[config.mk]
export PLATFORM = sky130hd
export DESIGN_NAME = dmiss_ctrl
export DESIGN_NICKNAME = d
export VERILOG_FILES = /design/src/rtl/dmiss_ctrl.sv
export SDC_FILE = /design/constraint.sdc
export NUM_CORES = 1
export LEC_CHECK = 0
export CAP_MARGIN = 0
export CORE_AREA = 2 2 93 95
export DETAILED_ROUTE_END_ITERATION = 10
export DIE_AREA = 0 0 95 97
export DONT_BUFFER_PORTS = 1
export PLACE_DENSITY = 0.75
export SYNTH_ARGS = -nofsm -noshare
export SYNTH_HDL_FRONTEND = slang
export SYNTH_SLANG_ARGS = --single-unit
[constraint.sdc]
create_clock -name clock -period 3 [get_ports clock]
set_input_delay 0.9 -clock clock [delete_from_list [all_inputs] [get_ports clock]]
set_output_delay 0.9 -clock clock [all_outputs]
set_load 0.01 [all_outputs]
[src/rtl/dmiss_ctrl.sv]
`default_nettype none
// ============================================================================
// Module   : dmiss_ctrl
// Brief    : D-cache miss refill and uncached IO access controller.
// Revision : 1.0 - initial release
// ============================================================================
module dmiss_ctrl (
    input  logic        clock,
    input  logic        reset,
    input  logic        io_MemVld,
    input  logic        io_Hit,
    input  logic        io_IsIo,
    input  logic        io_IsStore,
    input  logic [31:0] io_Addr,
    input  logic [31:0] io_WData,
    output logic        io_DmissVld,
    output logic        io_IoBlk,
    output logic        io_BusReqVld,
    input  logic        io_BusReqRdy,
    output logic [31:0] io_BusAddr,
    output logic        io_BusWr,
    output logic [31:0] io_BusWData,
    output logic [1:0]  io_BusLen,
    input  logic        io_BusRspVld,
    input  logic [31:0] io_BusRspData,
    output logic        io_RefillWen,
    output logic [1:0]  io_RefillIdx,
    output logic [31:0] io_RefillData,
    output logic        io_IoRdVld,
    output logic [31:0] io_IoRdata
);

    typedef enum logic [2:0] {
        S_IDLE   = 3'd0,
        S_MREQ   = 3'd1,
        S_REFILL = 3'd2,
        S_IOREQ  = 3'd3,
        S_IOWAIT = 3'd4,
        S_IODONE = 3'd5
    } state_t;

    localparam logic [31:0] c_LINE_MASK = 32'hFFFF_FFF0;

    state_t      r_state;
    state_t      w_next;
    logic [1:0]  r_cnt;
    logic [31:0] r_addr;
    logic [31:0] r_wdata;
    logic        r_store;
    logic [31:0] r_iodata;

    logic w_miss;
    logic w_ioacc;

    assign w_miss  = io_MemVld & ~io_IsIo & ~io_Hit;
    assign w_ioacc = io_MemVld & io_IsIo;

    always_ff @(posedge clock) begin
        if (reset) begin
            r_state  <= S_IDLE;
            r_cnt    <= 2'd0;
            r_addr   <= 32'd0;
            r_wdata  <= 32'd0;
            r_store  <= 1'b0;
            r_iodata <= 32'd0;
        end else begin
            r_state <= w_next;
            case (r_state)
                S_IDLE: begin
                    if (w_miss || w_ioacc) begin
                        r_addr  <= io_Addr;
                        r_wdata <= io_WData;
                        r_store <= io_IsStore;
                    end
                end
                S_MREQ: begin
                    if (io_BusReqRdy) r_cnt <= 2'd0;
                end
                S_REFILL: begin
                    if (io_BusRspVld) r_cnt <= r_cnt + 2'd1;
                end
                S_IOWAIT: begin
                    // A store's write ack carries no data the pipeline may use.
                    if (io_BusRspVld) r_iodata <= r_store ? 32'd0 : io_BusRspData;
                end
                default: ;
            endcase
        end
    end

    always_comb begin
        w_next        = r_state;
        io_DmissVld   = 1'b0;
        io_IoBlk      = 1'b0;
        io_BusReqVld  = 1'b0;
        io_BusAddr    = 32'd0;
        io_BusWr      = 1'b0;
        io_BusWData   = 32'd0;
        io_BusLen     = 2'd0;
        io_RefillWen  = 1'b0;
        io_RefillIdx  = 2'd0;
        io_RefillData = 32'd0;
        io_IoRdVld    = 1'b0;
        io_IoRdata    = 32'd0;

        case (r_state)
            S_IDLE: begin
                if (w_miss) begin
                    w_next = S_MREQ;
                end else if (w_ioacc) begin
                    w_next = S_IOREQ;
                end
                io_DmissVld = w_miss;
                io_IoBlk    = w_ioacc;
            end
            S_MREQ: begin
                io_DmissVld  = 1'b1;
                io_BusReqVld = 1'b1;
                io_BusAddr   = r_addr & c_LINE_MASK;
                io_BusLen    = 2'd3;
                if (io_BusReqRdy) w_next = S_REFILL;
            end
            S_REFILL: begin
                io_DmissVld = 1'b1;
                if (io_BusRspVld) begin
                    io_RefillWen  = 1'b1;
                    io_RefillIdx  = r_cnt;
                    io_RefillData = io_BusRspData;
                    if (r_cnt == 2'd3) w_next = S_IDLE;
                end
            end
            S_IOREQ: begin
                io_IoBlk     = 1'b1;
                io_BusReqVld = 1'b1;
                io_BusAddr   = r_addr;
                io_BusWr     = r_store;
                io_BusWData  = r_wdata;
                if (io_BusReqRdy) w_next = S_IOWAIT;
            end
            S_IOWAIT: begin
                io_IoBlk = 1'b1;
                if (io_BusRspVld) w_next = S_IODONE;
            end
            S_IODONE: begin
                io_IoRdVld = 1'b1;
                io_IoRdata = r_iodata;
                w_next     = S_IDLE;
            end
            default: w_next = S_IDLE;
        endcase

        // Reset silences every output, including any burst still in flight.
        if (reset) begin
            io_DmissVld   = 1'b0;
            io_IoBlk      = 1'b0;
            io_BusReqVld  = 1'b0;
            io_BusAddr    = 32'd0;
            io_BusWr      = 1'b0;
            io_BusWData   = 32'd0;
            io_BusLen     = 2'd0;
            io_RefillWen  = 1'b0;
            io_RefillIdx  = 2'd0;
            io_RefillData = 32'd0;
            io_IoRdVld    = 1'b0;
            io_IoRdata    = 32'd0;
        end
    end

endmodule
`default_nettype wire

==> metrics.log <==
INFO  metric run_status = completed
INFO  metric clkSinkCount = approximately 100
INFO  metric number_of_drc_markers_in_iteration_0 = 139
INFO  metric yosys.cell_types.count = 30
INFO  metric worstHoldPathType = reg -> reg
INFO  metric grt_start_max_net_pins = around 110
INFO  metric cts_tree = done
INFO  metric grt_antenna_before_repair = 0
INFO  metric start_util = 58.08%
INFO  metric ioPinCount = between 200 and 250
INFO  metric finalCritPeriodShare = between 90% and 100%
INFO  metric post_synth_edffs = 0
INFO  metric crit_top_cell = buf_4
INFO  metric totalNegativeSetupSlack = 0 ns
INFO  metric placementRows = 33
INFO  metric grt_pass1_wl = ~18000 microns
INFO  metric synthFlopType = dfxtp_1
INFO  metric data_required_time_of_the_worst_path = ~2.1 ns
INFO  metric mostFrequentLayoutCell = nand2_1
INFO  metric postSynth.asyncResetShare = 0%
INFO  metric post_route_cells_drive_above_1_share = 5.648%
INFO  metric htree_num_levels = 3
INFO  metric cts_root_buffer = clkbuf_8
INFO  metric postCtsSetupRepairBufs = 0
INFO  metric grt_setup_unrepaired = no
INFO  metric setup_violations = 0
INFO  metric timing.critical_path.arrival = 1.90 ns
INFO  metric wp_buf_inv = 2
INFO  metric r2r_setup_slack = 1.14 ns
INFO  metric total_of_max_cap_violations = 0
INFO  metric synth.yosys.warnings = 0
INFO  metric vias_in_the_first_global_route = 3645
INFO  metric wl_per_cell = roughly 16 microns
INFO  metric leakage = 0.001774 uW
INFO  metric critical_path.max_stage_delay = slightly above 0.4 ns
INFO  metric dp_hpwl = 7943 microns
INFO  metric skew = approximately 0.011 ns
INFO  metric die_width = 95 microns
INFO  metric syn-mean-instance-area = 7.547 sq um
INFO  metric drt_pre_antenna_iters = 5
INFO  metric grt_remaining_overflow = 0
INFO  metric final-hold-violation-count = 0
INFO  metric crit_path_start_kind = flop
INFO  metric vdd.ir_drop.worst = around 0.00033 V
INFO  metric slew_violations = 0
INFO  metric nets = between 700 and 800
INFO  metric drt-total-wl = 11580 microns
INFO  metric die_height = 97 microns
INFO  metric cts_max_path_buffers = 2
INFO  metric synth.ff_latch_count = 102
INFO  metric critical-path-top-delay-family = flip-flops
INFO  metric worst-slew-pin-transition = about 0.65 ns
INFO  metric post_drt_via_cell_ratio = 5.636
INFO  metric die-area = 9215 sq um
INFO  metric post_cts_resize_count = 0
INFO  metric cts_made_buffers = 9
INFO  metric io_buffers = 0
INFO  metric p_per_area = around 640 nW/um^2
INFO  metric gp_congestion = 0.8135
INFO  metric globalRouteTotalUtil = 23.76%
INFO  metric syn-instance-count = 626
INFO  metric post-route-drc-count = 0
INFO  metric post_synthesis_to_final_layout_area_growth = 5.297%
INFO  metric fmaxAchievable = 0.3570 GHz
INFO  metric clk_pin_slew_worst_paths = roughly 0.10 ns
INFO  metric final.min_clock_period = 2.801 ns
INFO  metric routed-via-count = 3985
INFO  metric cp_slowest_cell = dfxtp_1
INFO  metric floorplan.core_area = roughly 8100 sq um
INFO  metric setup.worst_path.end_class = output pin
INFO  metric synth.yosys.seq_area_share = a little over two fifths
INFO  metric path_class = reg -> out
INFO  metric ant_nets = 0
INFO  metric finish.utilization = 61.16%
INFO  metric commonest_cells_after_routing_fill_and_taps_aside = nand2_1 (166), and2_1 (131), dfxtp_1 (102), a21oi_1 (101), nand3b_1 (35)
INFO  metric syn-num-nets = 731
INFO  metric relSlewSlack = 56.52%
INFO  metric antenna-diode-count = 0
INFO  metric holdBufCountCts = 0
INFO  metric clkLatencyLatePin = 0.35 ns
INFO  metric critical_path.cell_chain = buf_4 -> nor4_1 -> nor3_1 -> a2111oi_0 -> buf_4
INFO  metric critical_path_peak_fanout = 9
INFO  metric post_synth_instance_area = 4725 sq um
routing by layer:
layer	wire length (microns)	up-vias	track usage [%]
met1	4429	1838	26.52
met4	261	0	9.253
met5	0	-	0
met3	1014	20	7.788
met2	5879	177	41.19
li1	-	1950	-
state kept, by name, summed over array words and instances (netlist names):
register	flops
r_store	1
r_state	3
r_addr	32
r_iodata	32
r_wdata	32
r_cnt	2
cell families after synthesis:
group	Yosys count	synth area share, %
buffers and inverters	55	4.873
AO/OA/AOI/OAI	107	11.63
adder cells (fa/ha/maj)	1	0.2648
AND/OR/NAND/NOR	359	39.59
flip-flops	102	43.22
multiplexers	2	0.4237
worst paths after layout:
| path | to | depth (start not counted) | start |
|---|---|---|---|
| min | r_iodata[18] | 2 | r_iodata[18] |
| min reg2reg | r_iodata[18] | 2 | r_iodata[18] |
| max reg2reg | r_addr[0] | 6 | r_state[0] |
| max | io_DmissVld | 5 | r_state[0] |
power by group:
group	switching, uW	internal (uW)
combinational	461	268
clock	464	394
sequential	88.8	1510
worst register-to-register path, cell delays in order (launching register included):
cell and delay, ns:
dfxtp_1 0.41, buf_4 0.21, nor3_2 0.22, nor3b_4 0.39, buf_12 0.29, nand2_1 0.15
a21oi_1 0.13
final cells by class:
class,count,area (sq um)
Tap cell,105,131.4
Sequential cell,102,2042
Multi-Input combinational cell,469,2461
Inverter,2,7.507
Timing Repair Buffer,13,135.1
Clock inverter,6,70.07
Fill cell,720,3159
Clock buffer,10,127.6
cell usage after synthesis, types with 2 or more instances:
| cell | instances | share of area, % |
|---|---|---|
| nor3_2 | 2 | 0.42 |
| clkbuf_1 | 35 | 2.8 |
| nand4_1 | 2 | 0.26 |
| buf_2 | 16 | 1.7 |
| a31oi_1 | 2 | 0.26 |
| mux2i_1 | 2 | 0.42 |
| nand3b_1 | 35 | 5.6 |
| dfxtp_1 | 102 | 43 |
| nor2_1 | 7 | 0.56 |
| nor2_2 | 2 | 0.26 |
| a21oi_1 | 101 | 11 |
| nand2b_1 | 3 | 0.40 |
| nand2_1 | 166 | 13 |
| and2_1 | 131 | 17 |
| inv_1 | 2 | 0.16 |
| nor3_1 | 3 | 0.32 |
| o221ai_1 | 2 | 0.37 |
stage by stage:
| step | setup WS, ns | std cells | total power, uW | cell area [sq um] | hold WS [ns] |
|---|---|---|---|---|---|
| final | 0.1988 | 707 | 3185 | 4975 | 0.4462 |
| after CTS | 0.1734 | 707 | 3219 | 4975 | 0.4464 |
| after global routing | 0.06436 | 707 | 3368 | 4975 | 0.4552 |
| after floorplan | 0.09417 | 626 | 2202 | 4725 | 0.4273 |
| after detailed placement | 0.2284 | 691 | 2361 | 4777 | 0.4324 |
| after global placement | 0.2434 | 691 | 2327 | 4777 | 0.4281 |
No activity file was read; power rests on OpenSTA's default activity.
